### config.mk
export PLATFORM = sky130hd
export DESIGN_NAME = lpif_rx_quarter_slave_align
export DESIGN_NICKNAME = d
export VERILOG_FILES = /design/src/rtl/lpif_rx_align_pkg.sv /design/src/rtl/ll_sat_counter.sv /design/src/rtl/lpif_rx_quarter_slave_align.sv
export SDC_FILE = /design/constraint.sdc
export NUM_CORES = 1
export LEC_CHECK = 0
export CAP_MARGIN = 20
export CORE_MARGIN = 3
export CORE_UTILIZATION = 46
export DETAILED_ROUTE_END_ITERATION = 10
export GPL_ROUTABILITY_DRIVEN = 0
export PLACE_DENSITY = 0.72
export SLEW_MARGIN = 30
export SYNTH_ARGS = -nofsm -noshare
export SYNTH_HDL_FRONTEND = slang
export SYNTH_HIERARCHICAL = 1
export SYNTH_SLANG_ARGS = --single-unit
export TNS_END_PERCENT = 5
### constraint.sdc
create_clock -name clk_wr -period 7.7 [get_ports clk_wr]
set_input_delay 1.155 -clock clk_wr [delete_from_list [all_inputs] [get_ports clk_wr]]
set_output_delay 1.155 -clock clk_wr [all_outputs]
set_load 0.05 [all_outputs]
### src/rtl/lpif_rx_align_pkg.sv
// Shared types and constants for the LPIF slave-side RX alignment checker.
//   align_state_e : alignment FSM states, encoded as reported in the status word
//   STS_*         : bit offsets of the fields inside rx_align_status
package lpif_rx_align_pkg;

    typedef enum logic [2:0] {
        IDLE   = 3'd0,
        WAIT   = 3'd1,
        HUNT   = 3'd2,
        CHECK  = 3'd3,
        LOCKED = 3'd4
    } align_state_e;

    localparam int unsigned STS_STATE_LSB  = 0;
    localparam int unsigned STS_STATE_W    = 3;
    localparam int unsigned STS_LOCKED_BIT = 3;
    localparam int unsigned STS_MRK_BIT    = 4;
    localparam int unsigned STS_GOOD_LSB   = 8;
    localparam int unsigned STS_LOSS_LSB   = 12;
    localparam int unsigned STS_CNT4_W     = 4;
    localparam int unsigned STS_ERR_LSB    = 16;
    localparam int unsigned STS_ERR_W      = 16;

endpackage

### src/rtl/ll_sat_counter.sv
// Saturating up-counter with synchronous clear.
//   clk_i  : clock
//   rst_i  : synchronous active-high reset
//   clr_i  : clear; an increment in the same cycle still counts (result 1)
//   inc_i  : increment request, ignored once the counter is all ones
//   cnt_o  : current count
module ll_sat_counter #(
    parameter int unsigned WIDTH = 16
) (
    input  logic             clk_i,
    input  logic             rst_i,
    input  logic             clr_i,
    input  logic             inc_i,
    output logic [WIDTH-1:0] cnt_o
);

    localparam logic [WIDTH-1:0] ONE = {{(WIDTH-1){1'b0}}, 1'b1};

    logic [WIDTH-1:0] cnt_q;

    always_ff @(posedge clk_i) begin
        if (rst_i) begin
            cnt_q <= '0;
        end else if (clr_i) begin
            cnt_q <= inc_i ? ONE : '0;
        end else if (inc_i && (cnt_q != '1)) begin
            cnt_q <= cnt_q + ONE;
        end
    end

    assign cnt_o = cnt_q;

endmodule

### src/rtl/lpif_rx_quarter_slave_align.sv
// Slave-side RX alignment checker for the LPIF x8 asym2 link. Watches the extracted strobe
// and marker userbits, locks after LOCK_COUNT clean strobe periods and raises rx_online_delay,
// drops it again after LOSS_COUNT consecutive error cycles.
//   clk_wr          : clock
//   rst_wr          : synchronous active-high reset
//   rx_online       : PHY/channel alignment done; low forces IDLE
//   delay_x_value   : word-alignment settle time in clocks, sampled in IDLE
//   rx_stb_userbit  : extracted strobe bit
//   rx_mrk_userbit  : extracted marker bits, one per quarter-rate word
//   clr_err         : clears the error counter and the marker-error sticky bit
//   rx_online_delay : aligned indication to upstream logic
//   rx_align_status : debug status {err_cnt, loss_cnt, good_cnt, 3'b0, mrk_sticky, locked, state}
module lpif_rx_quarter_slave_align
    import lpif_rx_align_pkg::*;
#(
    parameter int unsigned              MARKER_WIDTH = 4,
    parameter logic [MARKER_WIDTH-1:0]  MRK_EXPECT   = 4'b1000,
    parameter int unsigned              STB_INTERVAL = 8,
    parameter int unsigned              LOCK_COUNT   = 4,
    parameter int unsigned              LOSS_COUNT   = 2
) (
    input  logic                    clk_wr,
    input  logic                    rst_wr,
    input  logic                    rx_online,
    input  logic [15:0]             delay_x_value,
    input  logic                    rx_stb_userbit,
    input  logic [MARKER_WIDTH-1:0] rx_mrk_userbit,
    input  logic                    clr_err,
    output logic                    rx_online_delay,
    output logic [31:0]             rx_align_status
);

    localparam logic [7:0] PER_LAST = 8'(STB_INTERVAL - 1);
    localparam logic [3:0] LOCK_CNT = 4'(LOCK_COUNT);
    localparam logic [3:0] LOSS_CNT = 4'(LOSS_COUNT);

    align_state_e state_q;
    logic [15:0]  dly_cnt_q;
    logic [7:0]   per_cnt_q;
    logic [3:0]   good_cnt_q;
    logic [3:0]   loss_cnt_q;
    logic         online_dly_q;
    logic         mrk_sticky_q;
    logic [15:0]  err_cnt;

    logic stb_due, early_err, miss_err, mrk_err, checking, err_cycle, mrk_err_cycle;
    logic [7:0] per_next;
    logic [3:0] good_inc, loss_inc;

    always_comb begin
        stb_due       = (per_cnt_q == PER_LAST);
        early_err     = rx_stb_userbit && !stb_due;
        miss_err      = !rx_stb_userbit && stb_due;
        mrk_err       = (rx_mrk_userbit != MRK_EXPECT);
        // Errors are only meaningful while tracking the period and while the channel is up;
        // a falling rx_online takes priority and must leave err_cnt untouched.
        checking      = rx_online && ((state_q == CHECK) || (state_q == LOCKED));
        err_cycle     = checking && (early_err || miss_err || mrk_err);
        mrk_err_cycle = checking && mrk_err;
        per_next      = stb_due ? 8'd0 : per_cnt_q + 8'd1;
        good_inc      = good_cnt_q + 4'd1;
        loss_inc      = loss_cnt_q + 4'd1;
    end

    ll_sat_counter #(
        .WIDTH (16)
    ) u_err_cnt (
        .clk_i (clk_wr),
        .rst_i (rst_wr),
        .clr_i (clr_err),
        .inc_i (err_cycle),
        .cnt_o (err_cnt)
    );

    always_ff @(posedge clk_wr) begin
        if (rst_wr) begin
            state_q      <= IDLE;
            dly_cnt_q    <= '0;
            per_cnt_q    <= '0;
            good_cnt_q   <= '0;
            loss_cnt_q   <= '0;
            online_dly_q <= 1'b0;
            mrk_sticky_q <= 1'b0;
        end else begin
            mrk_sticky_q <= (mrk_sticky_q && !clr_err) || mrk_err_cycle;

            if (!rx_online) begin
                state_q      <= IDLE;
                dly_cnt_q    <= '0;
                per_cnt_q    <= '0;
                good_cnt_q   <= '0;
                loss_cnt_q   <= '0;
                online_dly_q <= 1'b0;
            end else begin
                case (state_q)
                    IDLE: begin
                        state_q   <= WAIT;
                        dly_cnt_q <= delay_x_value;
                    end
                    WAIT: begin
                        // Leave as the count reaches 0, so a delay of N spends N clocks here
                        // and a delay of 0 still passes through WAIT for one clock.
                        if (dly_cnt_q <= 16'd1) begin
                            state_q   <= HUNT;
                            dly_cnt_q <= '0;
                        end else begin
                            dly_cnt_q <= dly_cnt_q - 16'd1;
                        end
                    end
                    HUNT: begin
                        if (rx_stb_userbit) begin
                            per_cnt_q  <= '0;
                            good_cnt_q <= 4'd1;
                            loss_cnt_q <= '0;
                            // The hunted strobe is the first good one; one may already be enough.
                            if (LOCK_CNT == 4'd1) begin
                                state_q      <= LOCKED;
                                online_dly_q <= 1'b1;
                            end else begin
                                state_q <= CHECK;
                            end
                        end
                    end
                    CHECK: begin
                        per_cnt_q <= per_next;
                        if (err_cycle) begin
                            state_q    <= HUNT;
                            per_cnt_q  <= '0;
                            good_cnt_q <= '0;
                        end else if (rx_stb_userbit) begin
                            good_cnt_q <= good_inc;
                            if (good_inc == LOCK_CNT) begin
                                state_q      <= LOCKED;
                                online_dly_q <= 1'b1;
                            end
                        end
                    end
                    LOCKED: begin
                        per_cnt_q <= per_next;
                        if (err_cycle) begin
                            if (loss_inc == LOSS_CNT) begin
                                state_q      <= HUNT;
                                per_cnt_q    <= '0;
                                good_cnt_q   <= '0;
                                loss_cnt_q   <= '0;
                                online_dly_q <= 1'b0;
                            end else begin
                                loss_cnt_q <= loss_inc;
                            end
                        end else begin
                            loss_cnt_q <= '0;
                        end
                    end
                    default: begin
                        state_q      <= IDLE;
                        online_dly_q <= 1'b0;
                    end
                endcase
            end
        end
    end

    // Status is a pure function of flops, so no input-to-output combinational path exists.
    always_comb begin
        rx_align_status                                 = '0;
        rx_align_status[STS_STATE_LSB +: STS_STATE_W]   = state_q;
        rx_align_status[STS_LOCKED_BIT]                 = online_dly_q;
        rx_align_status[STS_MRK_BIT]                    = mrk_sticky_q;
        rx_align_status[STS_GOOD_LSB +: STS_CNT4_W]     = good_cnt_q;
        rx_align_status[STS_LOSS_LSB +: STS_CNT4_W]     = loss_cnt_q;
        rx_align_status[STS_ERR_LSB +: STS_ERR_W]       = err_cnt;
    end

    assign rx_online_delay = online_dly_q;

endmodule

==> reports/results.ini, run 1 <==
[power_and_ir_drop]
p_leak_uw = 0.00138
power_density_nw_per_um2 = 156
ir_worst_vdd_uv = 151

[outcome]
status = completed

[drt]
route.vias.total = 3131
wl_per_cell_um = 14.9
first_pass_iters = 5
drc = 0
drtIter0Drc = 152
postRouteAntennaNets = 0
via_per_inst = 6.06
drt-total-wl_um = 7700

[placement]
port_buffers = 54
hpwl_um = 5520
pre_cts_slack_ns = 3.74

[clocking]
ctsHoldBuffers = 0
cts_setup_buffers = 0
clockRootBuffer = clkbuf_8
clk_latency_ns = 0.31
clock_tree.buffer_depth = 2
cts_tree = done
cts.sinks = 53
clkTransAtPathRegs_ns = 0.10
htreeDepth = 2
cts_resized = 0
cts-buffers-inserted = 5

[sta]
period_share_pct = 47.2
clock_skew_ns = 0.0108
setup_violations = 0
max_freq_mhz = 275
tns_ns = 0
final-hold-violation-count = 0
period_needed_ns = 3.63
worst_slack_ns = 4.07
max-slew-margin-rel_pct = 36.2
worst_pin_slew_ns = 0.956
maxSlewViolCount = 0
rsz0062_at_grt = no

[setup_path]
critical_path_class = input pin to register
crit_path_start_kind = input pin
critPathLaunch = rx_stb_userbit
path_max_fanout = 11
arrival_ns = 3.89
required_ns = 7.95
reg2reg_from = per_cnt_q[0]
end_kind = register

[global_route]
grt_pass1_wl_um = 12900
grt_max_degree = 26
gr-total-overflow = 0
grt_pass1_vias = 2775
grt_usage_pct = 20.2
antenna_found_initial = 0

[finish]
drive_gt1_share_pct = 6.82
utilization_pct = 59.3
multiInputGateArea_um2 = 1910
area_delta_synth_final_pct = 21.8
final_common_cell = clkdlybuf4s50_1
layout.nets = 472
final_cell_mix = 54 x clkdlybuf4s50_1, 53 x dfxtp_1, 35 x nor2_1, 30 x a21oi_1
diodes = 0
fillers = 604
seq_area_um2 = 1060

[synthesis]
ys_async_sr_fraction_pct = 0
synth_area_per_cell_um2 = 8.01
synth_cells = 395
synthesis.area_um2 = 3160
ys.flop_type = dfxtp_1
synth_edf_count = 0
ys_types = 66
yosysWarningCount = 6
yosysSeqAreaShare_pct = 33.5
ys_seq_elements = 53

[floorplanning]
dieArea_um2 = 7910
die_h_um = 88.9
io_pins = 58
die_width_um = 88.9
num_rows = 29
coreArea_um2 = 6490
start_util_pct = 48.7

[run]
cap_violations = 0

[worst_hold_path]
min_path_type = register to register
hp-start = dly_cnt_q[10]

[synth_stat cells, drive strengths merged, types with 4 or more instances]
library cell | instances | area share, %
nand4 | 4 | 1.3
a21oi | 30 | 4.7
o21ai | 26 | 4.1
ha | 8 | 3.2
nand2 | 26 | 3.1
inv | 22 | 2.6
nand2b | 7 | 1.4
clkbuf | 12 | 1.5
nand3 | 20 | 3.2
or2 | 6 | 1.3
and3 | 4 | 0.79
or3 | 8 | 1.6
a32o | 9 | 2.8
o211ai | 5 | 1.2
buf | 10 | 2.0
o31ai | 7 | 1.7
and2 | 5 | 0.99
dfxtp | 53 | 34
nor3 | 11 | 1.7
a32oi | 4 | 1.1
nor4 | 8 | 1.6
nor2 | 35 | 4.2
or4 | 8 | 2.1
[state kept, by name, summed over array words and instances (netlist names)]
name and flops:
dly_cnt_q 16, per_cnt_q 8, good_cnt_q 4, u_err_cnt/cnt_o 16, loss_cnt_q 4, state_q 3
rx_online_delay 1, mrk_sticky_q 1
[through the flow]
step                      area [µm²]  hold WS (ns)  total power, µW  cells
after global routing            3850         0.463              625    517
after global placement          3720         0.440              382    509
after CTS                       3850         0.456              605    517
after detailed placement        3720         0.444              384    509
after floorplan                 3170         0.425              357    397
final                           3850         0.457              601    517
[layer usage]
metal  wire length, µm  track usage [%]  part of all wire, %  vias to the layer above
li1                  -                -                    -                     1568
met1              3690             27.9                   48                     1479
met2              3610             32.7                   47                       75
met3               318             2.86                  4.1                        9
met4                84             6.36                  1.1                        0
met5                 0                0                    0                        -
[worst max-delay path, stage by stage]
cell and delay, ns:
clkdlybuf4s50_1 0.52, inv_1 0.09, a21oi_1 0.17, o31a_1 0.38
and2_1 0.28, nand3_1 0.18, or3_1 0.52, or4_1 0.44
a21oi_1 0.15
[power by group]
group          internal, µW  switching [µW]
sequential              280            8.89
clock                   129            93.3
combinational          39.4            50.4
[cells by family after synthesis]
kind of cell | share of synthesized area [%]
simple gates | 28.1
other cells | 0.119
compound gates | 26.7
mux | 0.949
flops | 33.5
fa+ha+maj | 3.16
buf+inv | 6.37
xor+xnor | 1.11
[final timing paths]
path / endpoint / slack (ns) / cells past startpoint
max: u_err_cnt/cnt_o[15] / 4.07 / 9
min: dly_cnt_q[10] / 0.46 / 2
max reg2reg: u_err_cnt/cnt_o[15] / 4.15 / 9
min reg2reg: dly_cnt_q[10] / 0.46 / 2
[final cells by class]
cell class              instances  share of cell area [%]
multi-input cells             299                    49.5
flip-flops and latches         53                    27.5
repair buffers                 58                    14.8
well taps                      77                    2.50
inverters                      22                    2.14
clock buffers                   5                    1.79
clock inverters                 3                    1.69
No activity file was read; power rests on OpenSTA's default activity.
==> run 2, diff against run 1 <==
==> constraint.sdc (replaced) <==
create_clock -name clk_wr -period 3.6 [get_ports clk_wr]
set_input_delay 0.54 -clock clk_wr [delete_from_list [all_inputs] [get_ports clk_wr]]
set_output_delay 0.54 -clock clk_wr [all_outputs]
set_load 0.05 [all_outputs]
==> run 2 against run 1 <==
Effect of this change: power increased by 94%; non-clock buffer count up 3; critical path type is now register to register; clock skew fell by 0.0022 ns; register-to-register slack lost 3.7 ns; largest cell class unchanged; cell count grew 0.58%.
==> reports/results.ini, run 2 (same netlist as run 1, synthesis figures left out) <==
[outcome]
status = completed

[drt]
wl_met1_um = 3570  ; -3.3%
first_pass_iters = 7  ; +2
route.vias.total = 3138  ; +0.22%
drtIter0Drc = 141  ; -7.2%
top_layer = met4
wl_per_cell_um = 14.9  ; -0.28%
drc = 0  ; unchanged
wl_met3_um = 412  ; +30%
via_per_inst = 6.03  ; -0.35%
met2_length_um = 3690  ; +2.2%
postRouteAntennaNets = 0  ; unchanged
drt-total-wl_um = 7730  ; +0.30%

[floorplanning]
die_width_um = 88.9  ; unchanged
io_pins = 58  ; unchanged
coreArea_um2 = 6490  ; unchanged
num_rows = 29  ; unchanged
start_util_pct = 48.7  ; unchanged
dieArea_um2 = 7910  ; unchanged
die_h_um = 88.9  ; unchanged

[clocking]
cts.sinks = 53  ; unchanged
clock_tree.buffer_depth = 2  ; unchanged
clockRootBuffer = clkbuf_8
cts_tree = done
cts-buffers-inserted = 5  ; unchanged
ctsHoldBuffers = 0  ; unchanged
cts_setup_buffers = 0  ; unchanged
cts_resized = 0  ; unchanged
clk_latency_ns = 0.30  ; about the same
clkTransAtPathRegs_ns = 0.10  ; about the same
htreeDepth = 2  ; unchanged

[run]
cap_violations = 0  ; unchanged

[global_route]
grt_max_degree = 23  ; -12%
grt_pass1_wl_um = 12500  ; -2.9%
grt_pass1_vias = 2786  ; +0.40%
gr-total-overflow = 0  ; unchanged
antenna_found_initial = 0  ; unchanged
grt_usage_pct = 19.5  ; -0.69 points

[setup_path]
crit_path_start_kind = register
critPathLaunch = per_cnt_q[0]
reg2reg_to = u_err_cnt/cnt_o[10]
required_ns = 3.84  ; -4.11 ns
path_max_fanout = 11  ; unchanged
critPathCapture = u_err_cnt/cnt_o[10]
r2r_cells = 9  ; unchanged
end_kind = register
r2r_setup_slack_ns = 0.41  ; -3.74 ns
critical_path_class = register to register
arrival_ns = 3.43  ; -0.46 ns
reg2reg_from = per_cnt_q[0]

[sta]
clock_skew_ns = 0.00863  ; -0.00215 ns
worst_pin_slew_ns = 0.779  ; -0.177 ns
rsz0062_at_grt = no
max_freq_mhz = 313
setup_violations = 0  ; unchanged
period_needed_ns = 3.19
max-slew-margin-rel_pct = 47.6  ; +11 points
maxSlewViolCount = 0  ; unchanged
tns_ns = 0  ; unchanged
period_share_pct = 88.7
final-hold-violation-count = 0  ; unchanged

[finish]
final_cell_mix = 54 x clkdlybuf4s50_1, 53 x dfxtp_1, 35 x nor2_1, 30 x a21oi_1
layout.nets = 475  ; +0.64%
utilization_pct = 59.1  ; -0.23 points
diodes = 0  ; unchanged
final_common_cell = clkdlybuf4s50_1
area_delta_synth_final_pct = 21.3
fillers = 607  ; +0.50%
drive_gt1_share_pct = 7.45  ; +0.63 points

[worst_hold_path]
worstHoldPathCells = 2  ; unchanged
min_path_type = register to register

[power_and_ir_drop]
ir_worst_vdd_uv = 217  ; +43%
p_leak_uw = 0.00138  ; -0.14%
fin_total_pwr_uw = 1160  ; +94%
power_density_nw_per_um2 = 303  ; +94%

[placement]
port_buffers = 54  ; unchanged
hpwl_um = 5710  ; +3.5%

[run 2: cell count changes in the layout (fill, tap and decap cells not counted), sizes merged]
cell,delta
buf,+3
bufinv,-2
clkbuf,+1
clkinv,+1
[run 2: area by class of cell]
type,count,area [µm²],share of cell area [%]
clock buffers,6,82.6,2.15
clock inverters,2,13.8,0.359
inverters,22,82.6,2.15
multi-input cells,299,1910,49.7
flip-flops and latches,53,1060,27.6
well taps,77,96.3,2.51
repair buffers,61,593,15.4
[run 2: how the worst min path moves through the flow]
stage	slack, ns	end	from
after floorplan	0.42	dly_cnt_q[10]	dly_cnt_q[10]
after global placement	0.44	dly_cnt_q[10]	dly_cnt_q[10]
after detailed placement	0.45	dly_cnt_q[10]	dly_cnt_q[10]
after CTS	0.46	dly_cnt_q[10]	dly_cnt_q[10]
after global routing	0.49	dly_cnt_q[10]	dly_cnt_q[10]
final	0.46	dly_cnt_q[10]	dly_cnt_q[10]
[run 2: power breakdown]
part / leakage (µW) / switching (µW) / internal (µW) / total, µW
logic: 0.000899 / 112 / 86.3 / 199
registers: 0.000429 / 14.4 / 598 / 613
clock network: 0.0000512 / 196 / 156 / 353
[run 2: metal layers]
layer | global-route usage (%) | vias up
li1 | - | 1572
met4 | 4.19 | 0
met1 | 26.8 | 1472
met5 | 0 | -
met3 | 3.04 | 4
met2 | 32.5 | 90
[run 2: per-stage QoR]
| stage | instances | cell area, µm² | hold slack [ns] | setup WS (ns) |
|---|---|---|---|---|
| after global placement | 512 | 3740 | 0.438 | 0.395 |
| final | 520 | 3840 | 0.456 | 0.409 |
| after floorplan | 397 | 3170 | 0.425 | 0.587 |
| after CTS | 520 | 3840 | 0.460 | 0.452 |
| after detailed placement | 512 | 3740 | 0.448 | 0.284 |
| after global routing | 520 | 3840 | 0.490 | 0.205 |
[run 2: worst max-delay path, cell delays in order (launching register included)]
cell and delay (ns):
dfxtp_1 0.37, ha_1 0.22, nor4b_1 0.37, and3_1 0.25, o31a_1 0.34, and2_1 0.27, nand2_1 0.16, or3_1 0.47
or4_1 0.53, a21oi_1 0.15
==> run 3, diff against run 2 <==
--- a/config.mk
+++ b/config.mk
@@ -11,6 +11,7 @@
 export DETAILED_ROUTE_END_ITERATION = 10
 export GPL_ROUTABILITY_DRIVEN = 0
 export PLACE_DENSITY = 0.72
+export SKIP_LAST_GASP = 1
 export SLEW_MARGIN = 30
 export SYNTH_ARGS = -nofsm -noshare
 export SYNTH_HDL_FRONTEND = slang
==> results of run 3 <==
Final layout, timing and power as in run 2 (identical DEF).
